$ cat config.mk
export PLATFORM = sky130hd
export DESIGN_NAME = i2s_master_tx_flat
export DESIGN_NICKNAME = d
export VERILOG_FILES = /design/src/rtl/i2s_pkg.sv /design/src/rtl/i2s_master_tx_if.sv /design/src/rtl/i2s_bck_div.sv /design/src/rtl/i2s_master_tx.sv /design/src/flat_wrapper.sv
export SDC_FILE = /design/constraint.sdc
export NUM_CORES = 1
export LEC_CHECK = 0
export ABC_AREA = 0
export BUFFER_PORTS_ARGS = -buffer_cell sky130_fd_sc_hd__buf_4
export CORE_MARGIN = 3
export CORE_UTILIZATION = 60
export CTS_BUF_LIST = sky130_fd_sc_hd__clkbuf_4
export DETAILED_ROUTE_END_ITERATION = 16
export PLACE_DENSITY = 0.82
export SLEW_MARGIN = 20
export SYNTH_ARGS = -nofsm -noshare
export SYNTH_HDL_FRONTEND = slang
export SYNTH_HIERARCHICAL = 1
export SYNTH_SLANG_ARGS = --single-unit
$ cat constraint.sdc
create_clock -name mck_i -period 3.5 [get_ports mck_i]
set_input_delay 0.525 -clock mck_i [delete_from_list [all_inputs] [get_ports mck_i]]
set_output_delay 0.525 -clock mck_i [all_outputs]
set_load 0.05 [all_outputs]
$ cat src/rtl/i2s_pkg.sv
// rtl/i2s_pkg.sv - shared widths, channel enum and slot-to-bit helper for i2s_master_tx
package i2s_pkg;

  localparam int FRAME_W         = 24;
  localparam int SLOT_W          = 32;
  localparam int MCK_PER_BCK_DEF = 4;

  typedef enum logic {
    CH_LEFT  = 1'b0,
    CH_RIGHT = 1'b1
  } ch_e;

  // One-bit I2S delay: slot position 1 carries the sample MSB.
  function automatic int data_bit_idx(input int slot_pos, input int frame_w);
    return frame_w - slot_pos;
  endfunction

endpackage

$ cat src/rtl/i2s_master_tx_if.sv
// rtl/i2s_master_tx_if.sv - stereo sample valid/ready handshake into i2s_master_tx
interface i2s_master_tx_if
  import i2s_pkg::*;
#(
  parameter int FRAME = FRAME_W
);

  logic [FRAME-1:0] sample_l;
  logic [FRAME-1:0] sample_r;
  logic             valid;
  logic             ready;

  modport master (output sample_l, output sample_r, output valid, input ready);
  modport slave  (input sample_l, input sample_r, input valid, output ready);

endinterface

$ cat src/rtl/i2s_bck_div.sv
// rtl/i2s_bck_div.sv - MCK-to-BCK divider: registered bck level, bit tick and fall strobe
module i2s_bck_div
  import i2s_pkg::*;
#(
  parameter int MCK_PER_BCK = MCK_PER_BCK_DEF
) (
  input  logic mck_i,
  input  logic rst_i,
  input  logic en_i,
  output logic bck_o,
  output logic tick_o,
  output logic fall_o
);

  localparam int            DW       = (MCK_PER_BCK > 2) ? $clog2(MCK_PER_BCK) : 1;
  localparam logic [DW-1:0] DIV_LAST = DW'(MCK_PER_BCK - 1);
  localparam logic [DW-1:0] DIV_HALF = DW'(MCK_PER_BCK / 2);

  logic [DW-1:0] div_q, div_d;
  logic          bck_q, bck_d;

  always_comb begin
    div_d = '0;
    bck_d = 1'b0;
    if (en_i) begin
      div_d = (div_q == DIV_LAST) ? '0 : div_q + DW'(1);
      bck_d = (div_q >= DIV_HALF);
    end
  end

  always_ff @(posedge mck_i or negedge rst_i) begin
    if (!rst_i) begin
      div_q <= '0;
      bck_q <= 1'b0;
    end else begin
      div_q <= div_d;
      bck_q <= bck_d;
    end
  end

  // tick advances the bit counter; fall marks the edge where bck_o drops
  assign tick_o = en_i & (div_q == DIV_LAST);
  assign fall_o = en_i & (div_q == '0);
  assign bck_o  = bck_q;

endmodule

$ cat src/rtl/i2s_master_tx.sv
// rtl/i2s_master_tx.sv - parallel-to-I2S serializer with one-entry holding buffer
// Optional I2S_TX_REPEAT_EN: underrun resends the last loaded pair instead of zeros.
module i2s_master_tx
  import i2s_pkg::*;
#(
  parameter int FRAME       = FRAME_W,
  parameter int SLOT        = SLOT_W,
  parameter int MCK_PER_BCK = MCK_PER_BCK_DEF
) (
  input  logic             mck_i,
  input  logic             rst_i,
  input  logic             en_i,
  i2s_master_tx_if.slave   src_if,
  output logic             bck_o,
  output logic             lrck_o,
  output logic             data_o,
  output logic             frame_o,
  output logic             underrun_o
);

  localparam int            BW     = $clog2(2 * SLOT);
  localparam int            FIW    = $clog2(FRAME);
  localparam logic [BW-1:0] B_LAST = BW'(2 * SLOT - 1);
  localparam logic [BW-1:0] B_SLOT = BW'(SLOT);

  logic             tick, fall, load, write;
  logic [BW-1:0]    b_q, b_d;
  logic             run_q, run_d;
  logic             full_q, full_d;
  logic [FRAME-1:0] buf_l_q, buf_l_d, buf_r_q, buf_r_d;
  logic [FRAME-1:0] frame_l_q, frame_l_d, frame_r_q, frame_r_d;
  logic [FRAME-1:0] rep_l, rep_r;
  logic             lrck_q, lrck_d, data_q, data_d;
  logic             frame_q, frame_d, underrun_q, underrun_d;
  logic [BW-1:0]    slot_pos;
  logic [FIW-1:0]   bit_idx;
  ch_e              ch;
  logic             data_bit;

  i2s_bck_div #(.MCK_PER_BCK(MCK_PER_BCK)) u_div (
    .mck_i  (mck_i),
    .rst_i  (rst_i),
    .en_i   (en_i),
    .bck_o  (bck_o),
    .tick_o (tick),
    .fall_o (fall)
  );

`ifdef I2S_TX_REPEAT_EN
  logic [FRAME-1:0] last_l_q, last_r_q;

  always_ff @(posedge mck_i or negedge rst_i) begin
    if (!rst_i) begin
      last_l_q <= '0;
      last_r_q <= '0;
    end else if (load && full_q) begin
      last_l_q <= buf_l_q;
      last_r_q <= buf_r_q;
    end
  end

  assign rep_l = last_l_q;
  assign rep_r = last_r_q;
`else
  assign rep_l = '0;
  assign rep_r = '0;
`endif

  always_comb begin
    ch       = (b_q >= B_SLOT) ? CH_RIGHT : CH_LEFT;
    slot_pos = (ch == CH_RIGHT) ? b_q - B_SLOT : b_q;
    bit_idx  = FIW'(data_bit_idx(int'(slot_pos), FRAME));
    data_bit = 1'b0;
    if (slot_pos != '0 && int'(slot_pos) <= FRAME)
      data_bit = (ch == CH_RIGHT) ? frame_r_q[bit_idx] : frame_l_q[bit_idx];
  end

  // The first tick after enable loads a frame without advancing b.
  always_comb begin
    load  = tick & (~run_q | (b_q == B_LAST));
    write = src_if.valid & ~full_q;

    run_d = run_q;
    b_d   = b_q;
    if (!en_i) begin
      run_d = 1'b0;
      b_d   = '0;
    end else if (tick) begin
      run_d = 1'b1;
      b_d   = load ? '0 : b_q + BW'(1);
    end

    full_d  = write ? 1'b1 : (load ? 1'b0 : full_q);
    buf_l_d = write ? src_if.sample_l : buf_l_q;
    buf_r_d = write ? src_if.sample_r : buf_r_q;

    frame_l_d = frame_l_q;
    frame_r_d = frame_r_q;
    if (load) begin
      frame_l_d = full_q ? buf_l_q : rep_l;
      frame_r_d = full_q ? buf_r_q : rep_r;
    end

    lrck_d = lrck_q;
    data_d = data_q;
    if (!en_i) begin
      lrck_d = 1'b0;
      data_d = 1'b0;
    end else if (fall && run_q) begin
      lrck_d = (ch == CH_RIGHT);
      data_d = data_bit;
    end

    frame_d    = load;
    underrun_d = load & ~full_q;
  end

  always_ff @(posedge mck_i or negedge rst_i) begin
    if (!rst_i) begin
      b_q        <= '0;
      run_q      <= 1'b0;
      full_q     <= 1'b0;
      buf_l_q    <= '0;
      buf_r_q    <= '0;
      frame_l_q  <= '0;
      frame_r_q  <= '0;
      lrck_q     <= 1'b0;
      data_q     <= 1'b0;
      frame_q    <= 1'b0;
      underrun_q <= 1'b0;
    end else begin
      b_q        <= b_d;
      run_q      <= run_d;
      full_q     <= full_d;
      buf_l_q    <= buf_l_d;
      buf_r_q    <= buf_r_d;
      frame_l_q  <= frame_l_d;
      frame_r_q  <= frame_r_d;
      lrck_q     <= lrck_d;
      data_q     <= data_d;
      frame_q    <= frame_d;
      underrun_q <= underrun_d;
    end
  end

  assign src_if.ready = ~full_q;
  assign lrck_o       = lrck_q;
  assign data_o       = data_q;
  assign frame_o      = frame_q;
  assign underrun_o   = underrun_q;

endmodule
$ cat src/flat_wrapper.sv
// flat-port wrapper written by rule: the top's interface ports become plain ports
module i2s_master_tx_flat import i2s_pkg::*;
#(
  parameter int FRAME       = FRAME_W,
  parameter int SLOT        = SLOT_W,
  parameter int MCK_PER_BCK = MCK_PER_BCK_DEF
)
  (mck_i, rst_i, en_i, bck_o, lrck_o, data_o, frame_o, underrun_o, src_if_sample_l, src_if_sample_r, src_if_valid, src_if_ready);
  i2s_master_tx_if #(.FRAME(FRAME)) src_if_i ();
  input  logic mck_i;
  input  logic rst_i;
  input  logic en_i;
  output logic bck_o;
  output logic lrck_o;
  output logic data_o;
  output logic frame_o;
  output logic underrun_o;
  input wire logic [$bits(src_if_i.sample_l)-1:0] src_if_sample_l;
  input wire logic [$bits(src_if_i.sample_r)-1:0] src_if_sample_r;
  input wire logic [$bits(src_if_i.valid)-1:0] src_if_valid;
  output wire logic [$bits(src_if_i.ready)-1:0] src_if_ready;
  assign src_if_i.sample_l = src_if_sample_l;
  assign src_if_i.sample_r = src_if_sample_r;
  assign src_if_i.valid = src_if_valid;
  assign src_if_ready = src_if_i.ready;
  i2s_master_tx #(.FRAME(FRAME), .SLOT(SLOT), .MCK_PER_BCK(MCK_PER_BCK)) u_core (.mck_i(mck_i), .rst_i(rst_i), .en_i(en_i), .src_if(src_if_i), .bck_o(bck_o), .lrck_o(lrck_o), .data_o(data_o), .frame_o(frame_o), .underrun_o(underrun_o));
endmodule
==> flow_results.xml, run 1 <==
<?xml version="1.0" encoding="UTF-8"?>
<metrics>
  <group name="run_status">
    <metric name="outcome" unit="">complete, no violations</metric>
  </group>
  <group name="placed_design">
    <metric name="post-dp-hpwl" unit="µm">6030</metric>
    <metric name="numPortBuffers" unit="">57</metric>
    <metric name="place.gp.congestion" unit="">0.891</metric>
    <metric name="dpl.cell_count" unit="">564</metric>
  </group>
  <group name="route">
    <metric name="antenna_left" unit="">0</metric>
    <metric name="routed_wirelength" unit="µm">8830</metric>
    <metric name="initial_drt_pass_iterations" unit="">4</metric>
    <metric name="route.detailed.drc" unit="">0</metric>
    <metric name="drt-wirelength-per-cell" unit="µm">15.2</metric>
    <metric name="drt_first_iter_violations" unit="">108</metric>
    <metric name="routed_via_density" unit="">5.55</metric>
    <metric name="num_vias" unit="">3213</metric>
  </group>
  <group name="synthesis">
    <metric name="post_synthesis_sequential_area_ratio" unit="%">57.0</metric>
    <metric name="ys_ff_latch" unit="">111</metric>
    <metric name="synthCells" unit="">425</metric>
    <metric name="syn_nets" unit="">481</metric>
    <metric name="ys.flop_type" unit="">sky130_fd_sc_hd__dfrtp_1</metric>
    <metric name="avgSynthCellArea" unit="µm²">11.5</metric>
    <metric name="synth.lib_cells_used.distinct" unit="">39</metric>
    <metric name="synth-warning-count" unit="">6</metric>
    <metric name="asyncSetResetFlopFracSynth" unit="%">100</metric>
    <metric name="syn-cell-area" unit="µm²">4870</metric>
    <metric name="synth_edf_count" unit="">0</metric>
  </group>
  <group name="clock_tree">
    <metric name="cts_hold_buffers" unit="">0</metric>
    <metric name="cts.clk_slew.worst_paths" unit="ns">0.16</metric>
    <metric name="tritoncts_clock_tree" unit="">done</metric>
    <metric name="cts_post_setup_buffers_inserted" unit="">0</metric>
    <metric name="h-tree-depth" unit="">3</metric>
    <metric name="ctsLongestPathBuffers" unit="">2</metric>
    <metric name="clock_insertion_delay_worst_skew" unit="ns">0.46</metric>
    <metric name="cts_num_sinks" unit="">111</metric>
    <metric name="cts_resized" unit="">0</metric>
    <metric name="cts.root.buffer_cell" unit="">sky130_fd_sc_hd__clkbuf_4</metric>
    <metric name="numCtsBuffers" unit="">9</metric>
  </group>
  <group name="final_layout">
    <metric name="layout.cells.most_common" unit="">sky130_fd_sc_hd__dfrtp_1</metric>
    <metric name="antenna-diode-count" unit="">0</metric>
    <metric name="drive_above_1_share" unit="%">30.0</metric>
    <metric name="commonest_cells_after_routing_fill_and_taps_aside" unit="">sky130_fd_sc_hd__dfrtp_1, sky130_fd_sc_hd__nand2_1, sky130_fd_sc_hd__buf_4, sky130_fd_sc_hd__o21ai_1, sky130_fd_sc_hd__mux2_2</metric>
    <metric name="finalNonFillerCells" unit="">579</metric>
    <metric name="fillers" unit="">582</metric>
    <metric name="layout.nets" unit="">529</metric>
    <metric name="syn2layout_area_growth" unit="%">13.4</metric>
  </group>
  <group name="power_and_ir_drop">
    <metric name="irDropWorstVdd" unit="µV">363</metric>
    <metric name="power.leakage" unit="µW">0.00255</metric>
    <metric name="cellPowerDensity" unit="nW/µm²">702</metric>
  </group>
  <group name="timing">
    <metric name="setup_repair_after_global_routing_missed_its_margin" unit="">no</metric>
    <metric name="fmaxAchievable" unit="MHz">429</metric>
    <metric name="finalCriticalPeriod" unit="ns">2.33</metric>
    <metric name="final_worst_path_cycle_share" unit="%">66.7</metric>
    <metric name="relSlewSlack" unit="%">48.6</metric>
    <metric name="finalClockSkew" unit="ns">0.0172</metric>
    <metric name="timing_hold_violations_final" unit="">0</metric>
    <metric name="slew_violations" unit="">0</metric>
    <metric name="setup-violations-final" unit="">0</metric>
    <metric name="final.setup.tns" unit="ns">0</metric>
    <metric name="worstMarginPinSlew" unit="ns">0.771</metric>
  </group>
  <group name="floorplanning">
    <metric name="die_width" unit="µm">96.1</metric>
    <metric name="num_rows" unit="">32</metric>
    <metric name="initial_cell_density_of_the_core" unit="%">62.4</metric>
    <metric name="floorplan.io_pins" unit="">58</metric>
    <metric name="core_region_area" unit="µm²">7810</metric>
    <metric name="dieArea" unit="µm²">9240</metric>
    <metric name="die_height" unit="µm">96.1</metric>
  </group>
  <group name="worst_setup_path">
    <metric name="worst_path_arrival_time" unit="ns">2.69</metric>
    <metric name="timing.critical_path.fanout_max" unit="">12</metric>
    <metric name="crit_type" unit="">reg2reg</metric>
    <metric name="setup.worst_path.start_class" unit="">flop</metric>
    <metric name="critPathCaptureType" unit="">flop</metric>
    <metric name="required_time_at_the_endpoint_of_the_critical_path" unit="ns">3.86</metric>
  </group>
  <group name="grt">
    <metric name="grt_max_degree" unit="">100</metric>
    <metric name="grt_pass1_wl" unit="µm">15100</metric>
    <metric name="via_count_of_the_first_global_routing_pass" unit="">3229</metric>
    <metric name="number_of_antenna_violations_at_the_first_check_in_global_routing" unit="">0</metric>
    <metric name="grtUsageTotal" unit="%">21.3</metric>
    <metric name="grt.overflow.total" unit="">0</metric>
  </group>
  <group name="min_path">
    <metric name="hold_path.class" unit="">in2async</metric>
  </group>
  <group name="job">
    <metric name="max-cap-violations" unit="">0</metric>
  </group>
</metrics>
path summary, 6_finish.rpt:
kind,start,endpoint,slack [ns],depth (start not counted)
worst min register to register,u_core/u_div/div_q[0]$_DFF_PN0_,u_core/u_div/div_q[0]$_DFF_PN0_,0.50,1
min in group mck_i,src_if_sample_l[2],u_core/buf_l_q[2]$_DFFE_PN0P_,0.28,2
worst max register to register,u_core/b_q[1]$_DFFE_PN0P_,u_core/data_o$_DFFE_PN0P_,1.17,7
worst min-delay path,rst_i,u_core/buf_l_q[9]$_DFFE_PN0P_,0.09,1
max in group asynchronous,rst_i,u_core/frame_r_q[1]$_DFFE_PN0P_,2.68,2
worst max-delay path,u_core/b_q[1]$_DFFE_PN0P_,u_core/data_o$_DFFE_PN0P_,1.17,7
sequential cells by signal, indices dropped and copies added, names as in the netlist:
name	flops
u_core/buf_l_q	24
u_core/buf_r_q	24
u_core/frame_l_q	24
u_core/frame_r_q	24
u_core/b_q	6
u_core/u_div/div_q	2
u_core/data_o	1
u_core/frame_o	1
u_core/full_q	1
u_core/lrck_o	1
u_core/run_q	1
u_core/u_div/bck_o	1
u_core/underrun_o	1
cell type report:
| type | instances | area [µm²] | area share [%] |
|---|---|---|---|
| flip-flops and latches | 111 | 2780 | 50.3 |
| multi-input cells | 279 | 1950 | 35.3 |
| repair buffers | 63 | 489 | 8.86 |
| well taps | 102 | 128 | 2.31 |
| clock inverters | 6 | 75.1 | 1.36 |
| clock buffers | 9 | 67.6 | 1.22 |
| inverters | 9 | 33.8 | 0.612 |
Yosys cell counts (all sizes together), types with 2 or more instances:
master / count / share of area, %
dfrtp: 111 / 57
nand2: 104 / 8.0
o21ai: 57 / 5.9
mux2: 49 / 11
clkbuf: 19 / 1.5
mux4: 10 / 4.9
nor2: 10 / 0.77
inv: 9 / 0.69
mux2i: 9 / 1.8
buf: 7 / 0.98
and2: 5 / 0.75
nand3: 5 / 0.51
ha: 4 / 1.0
nor2b: 4 / 0.51
a22oi: 2 / 0.31
o41ai: 2 / 0.51
xnor2: 2 / 0.75
where the power goes:
part / internal [µW] / switching [µW] / total, µW
clock network: 226 / 419 / 645
logic: 598 / 543 / 1140
registers: 1800 / 293 / 2090
through the flow:
step	power (µW)	setup WS, ns	utilization, %	instance area [µm²]	hold WS [ns]
after floorplan	2920	1.09	-	4870	0.229
after global placement	3210	1.29	68.8	5380	0.462
after detailed placement	3280	1.19	68.8	5380	0.471
after CTS	3930	1.16	70.7	5520	0.258
after global routing	4170	1.02	70.7	5520	0.139
final	3880	1.17	70.7	5520	0.0920
worst max-delay path, stage by stage, from the launching register on:
cell and delay [ns]:
sky130_fd_sc_hd__dfrtp_1 0.45, sky130_fd_sc_hd__inv_1 0.07, sky130_fd_sc_hd__ha_1 0.57, sky130_fd_sc_hd__mux4_2 0.37, sky130_fd_sc_hd__mux2i_1 0.19, sky130_fd_sc_hd__a21oi_1 0.06
sky130_fd_sc_hd__a311o_1 0.32, sky130_fd_sc_hd__a32o_1 0.21
kinds of logic (layout without fill, tap and decap cells):
group,after synthesis,count (layout),synth area share (%)
multiplexers,68,68,18.1
flip-flops,111,111,57.0
XOR/XNOR,3,3,0.925
buffers and inverters,35,87,3.13
adder cells (fa/ha/maj),4,4,1.03
AO/OA/AOI/OAI,71,71,8.35
AND/OR/NAND/NOR,133,133,11.4
layer usage:
metal	part of all wire [%]	track usage, %	routed length [µm]
met5	0	0	0
met4	1.8	7.46	161
met1	43	28.0	3800
met2	51	35.1	4510
met3	3.9	4.46	347
Note: power is estimated with default switching activity, not from simulation.
==> run 2: changes to the inputs <==
- CORE_UTILIZATION: 60 -> 54
- PLACE_DENSITY: 0.82 -> 0.78
- clock period: 3.5 -> 2.01 ns (I/O delays scaled with it)
==> run 2 against run 1 <==
Compared with the run above:
- wire length increased by 2.2%
- worst hold slack got worse by 0.038 ns
- first-iteration DRC count increased by 66%
- fmax increased by 18%
- die area increased by 10%
- sequential power increased by 75%
- utilization decreased by 5.1 points
- final cell count increased by 4.1%
- largest cell class unchanged
==> flow_results.xml, run 2 (synthesized netlist as in run 1, its figures left out) <==
<?xml version="1.0" encoding="UTF-8"?>
<metrics>
  <group name="placed_design">
    <metric name="post-dp-hpwl" unit="µm">6450</metric>
    <metric name="place.gp.congestion" unit="">0.825</metric>
    <metric name="numPortBuffers" unit="">57</metric>
    <metric name="dpl.cell_count" unit="">583</metric>
    <metric name="place_ws" unit="ns">-0.0399</metric>
  </group>
  <group name="worst_setup_path">
    <metric name="critPathCaptureType" unit="">flop</metric>
    <metric name="required_time_at_the_endpoint_of_the_critical_path" unit="ns">2.39</metric>
    <metric name="timing.critical_path.fanout_max" unit="">3</metric>
    <metric name="setup.worst_path.start_class" unit="">flop</metric>
    <metric name="worst_r2r_endpoint" unit="">u_core/data_o$_DFFE_PN0P_</metric>
    <metric name="timing.reg2reg.setup_slack" unit="ns">0.03</metric>
    <metric name="rr_worst_depth" unit="">7</metric>
    <metric name="startpoint_of_the_worst_register_to_register_path" unit="">u_core/b_q[0]$_DFFE_PN0P_</metric>
    <metric name="worst_path_arrival_time" unit="ns">2.36</metric>
    <metric name="crit_type" unit="">reg2reg</metric>
  </group>
  <group name="final_layout">
    <metric name="finalNonFillerCells" unit="">603</metric>
    <metric name="layout.cells.most_common" unit="">sky130_fd_sc_hd__dfrtp_1</metric>
    <metric name="commonest_cells_after_routing_fill_and_taps_aside" unit="">sky130_fd_sc_hd__dfrtp_1, sky130_fd_sc_hd__nand2_1, sky130_fd_sc_hd__buf_4, sky130_fd_sc_hd__o21ai_1, sky130_fd_sc_hd__mux2_2</metric>
    <metric name="layout.nets" unit="">546</metric>
    <metric name="syn2layout_area_growth" unit="%">17.5</metric>
    <metric name="drive_above_1_share" unit="%">33.1</metric>
    <metric name="fillers" unit="">657</metric>
    <metric name="antenna-diode-count" unit="">0</metric>
  </group>
  <group name="clock_tree">
    <metric name="clock_insertion_delay_worst_skew" unit="ns">0.46</metric>
    <metric name="cts.root.buffer_cell" unit="">sky130_fd_sc_hd__clkbuf_4</metric>
    <metric name="ctsLongestPathBuffers" unit="">2</metric>
    <metric name="cts.clk_slew.worst_paths" unit="ns">0.18</metric>
    <metric name="numCtsBuffers" unit="">9</metric>
    <metric name="tritoncts_clock_tree" unit="">done</metric>
    <metric name="h-tree-depth" unit="">3</metric>
    <metric name="cts_num_sinks" unit="">111</metric>
  </group>
  <group name="grt">
    <metric name="grt.overflow.total" unit="">0</metric>
    <metric name="grt_pass1_wl" unit="µm">15500</metric>
    <metric name="via_count_of_the_first_global_routing_pass" unit="">3323</metric>
    <metric name="grtUsageTotal" unit="%">19.3</metric>
    <metric name="number_of_antenna_violations_at_the_first_check_in_global_routing" unit="">0</metric>
    <metric name="grt_max_degree" unit="">56</metric>
  </group>
  <group name="route">
    <metric name="routed_via_density" unit="">5.41</metric>
    <metric name="drt_first_iter_violations" unit="">179</metric>
    <metric name="antenna_left" unit="">0</metric>
    <metric name="drt-wirelength-per-cell" unit="µm">15.0</metric>
    <metric name="route.detailed.drc" unit="">0</metric>
    <metric name="initial_drt_pass_iterations" unit="">6</metric>
    <metric name="routed_wirelength" unit="µm">9020</metric>
    <metric name="num_vias" unit="">3262</metric>
  </group>
  <group name="min_path">
    <metric name="holdCritStartpoint" unit="">src_if_sample_l[11]</metric>
    <metric name="worstHoldPathCells" unit="">2</metric>
    <metric name="hold_path.class" unit="">in2reg</metric>
    <metric name="worstHoldEndpoint" unit="">u_core/buf_l_q[11]$_DFFE_PN0P_</metric>
  </group>
  <group name="timing">
    <metric name="slew_violations" unit="">0</metric>
    <metric name="setup-violations-final" unit="">0</metric>
    <metric name="setup_repair_after_global_routing_missed_its_margin" unit="">yes</metric>
    <metric name="fmaxAchievable" unit="MHz">505</metric>
    <metric name="worstMarginPinSlew" unit="ns">0.561</metric>
    <metric name="whs" unit="ns">0.0545</metric>
    <metric name="final_worst_path_cycle_share" unit="%">98.5</metric>
    <metric name="finalCriticalPeriod" unit="ns">1.98</metric>
    <metric name="finalClockSkew" unit="ns">0.0131</metric>
    <metric name="final_critical_path_setup_slack" unit="ns">0.0307</metric>
    <metric name="timing_hold_violations_final" unit="">0</metric>
    <metric name="relSlewSlack" unit="%">62.6</metric>
    <metric name="final.setup.tns" unit="ns">0</metric>
  </group>
  <group name="floorplanning">
    <metric name="die_width" unit="µm">101</metric>
    <metric name="dieArea" unit="µm²">10200</metric>
    <metric name="floorplan.io_pins" unit="">58</metric>
    <metric name="die_height" unit="µm">101</metric>
    <metric name="num_rows" unit="">34</metric>
    <metric name="core_region_area" unit="µm²">8720</metric>
    <metric name="initial_cell_density_of_the_core" unit="%">55.9</metric>
  </group>
  <group name="power_and_ir_drop">
    <metric name="irDropWorstVdd" unit="µV">1060</metric>
    <metric name="cellPowerDensity" unit="nW/µm²">1170</metric>
    <metric name="power.leakage" unit="µW">0.00265</metric>
  </group>
  <group name="job">
    <metric name="max-cap-violations" unit="">0</metric>
  </group>
  <group name="run_status">
    <metric name="outcome" unit="">complete, no violations</metric>
  </group>
</metrics>
==> run 2: how the worst max path moves through the flow <==
stage | from | end | slack [ns] | cells after the start
after floorplan | u_core/b_q[0]$_DFFE_PN0P_ | u_core/data_o$_DFFE_PN0P_ | -0.14 | 10
after global placement | u_core/b_q[0]$_DFFE_PN0P_ | u_core/data_o$_DFFE_PN0P_ | 0.01 | 6
after detailed placement | u_core/b_q[0]$_DFFE_PN0P_ | u_core/data_o$_DFFE_PN0P_ | -0.04 | 6
after CTS | u_core/b_q[0]$_DFFE_PN0P_ | u_core/data_o$_DFFE_PN0P_ | 0.03 | 7
after global routing | u_core/b_q[0]$_DFFE_PN0P_ | u_core/data_o$_DFFE_PN0P_ | -0.05 | 8
final | u_core/b_q[0]$_DFFE_PN0P_ | u_core/data_o$_DFFE_PN0P_ | 0.03 | 7
==> run 2: layer usage <==
layer	track usage (%)	vias up	wire length [µm]
met5	0	-	0
met4	6.44	0	140
met3	4.36	14	345
met2	32.5	58	4630
met1	24.6	1599	3910
li1	-	1591	-
==> run 2: report_power, final <==
part           total [µW]  internal (µW)  switching [µW]
Clock                1060            283             774
Combinational        2010           1070             941
Sequential           3650           3130             520
==> run 2: area by class of cell <==
class,count,area [µm²],share of cell area (%)
inverter,9,36.3,0.634
timing repair buffer,80,669,11.7
sequential,111,2780,48.5
multi-input combinational,279,1970,34.4
clock buffer,9,67.6,1.18
clock inverter,7,67.6,1.18
tap,108,135,2.36
==> run 2: stage by stage <==
stage,instance area (µm²),utilization [%],total power [µW]
2_1_floorplan,4900,-,5090
3_3_place_gp,5550,63.6,5630
3_5_place_dp,5550,63.6,5750
4_1_cts,5720,65.6,6790
5_1_grt,5720,65.6,7220
6_report,5720,65.6,6720
==> run 2: what timing repair did <==
action                     4_1_cts  5_1_grt
resized for setup                1        2
hold buffers                     1        0
buffers inserted                 3        0
setup endpoints to repair        1        2
hold endpoints to repair        39        0
==> run 2: worst max-delay path, stage by stage (launching register included) <==
cell and delay, ns:
sky130_fd_sc_hd__dfrtp_2 0.46, sky130_fd_sc_hd__inv_4 0.05, sky130_fd_sc_hd__ha_4 0.17, sky130_fd_sc_hd__nor2b_1 0.14
sky130_fd_sc_hd__or3_1 0.34, sky130_fd_sc_hd__and2_4 0.18, sky130_fd_sc_hd__a311o_1 0.35, sky130_fd_sc_hd__a32o_1 0.22
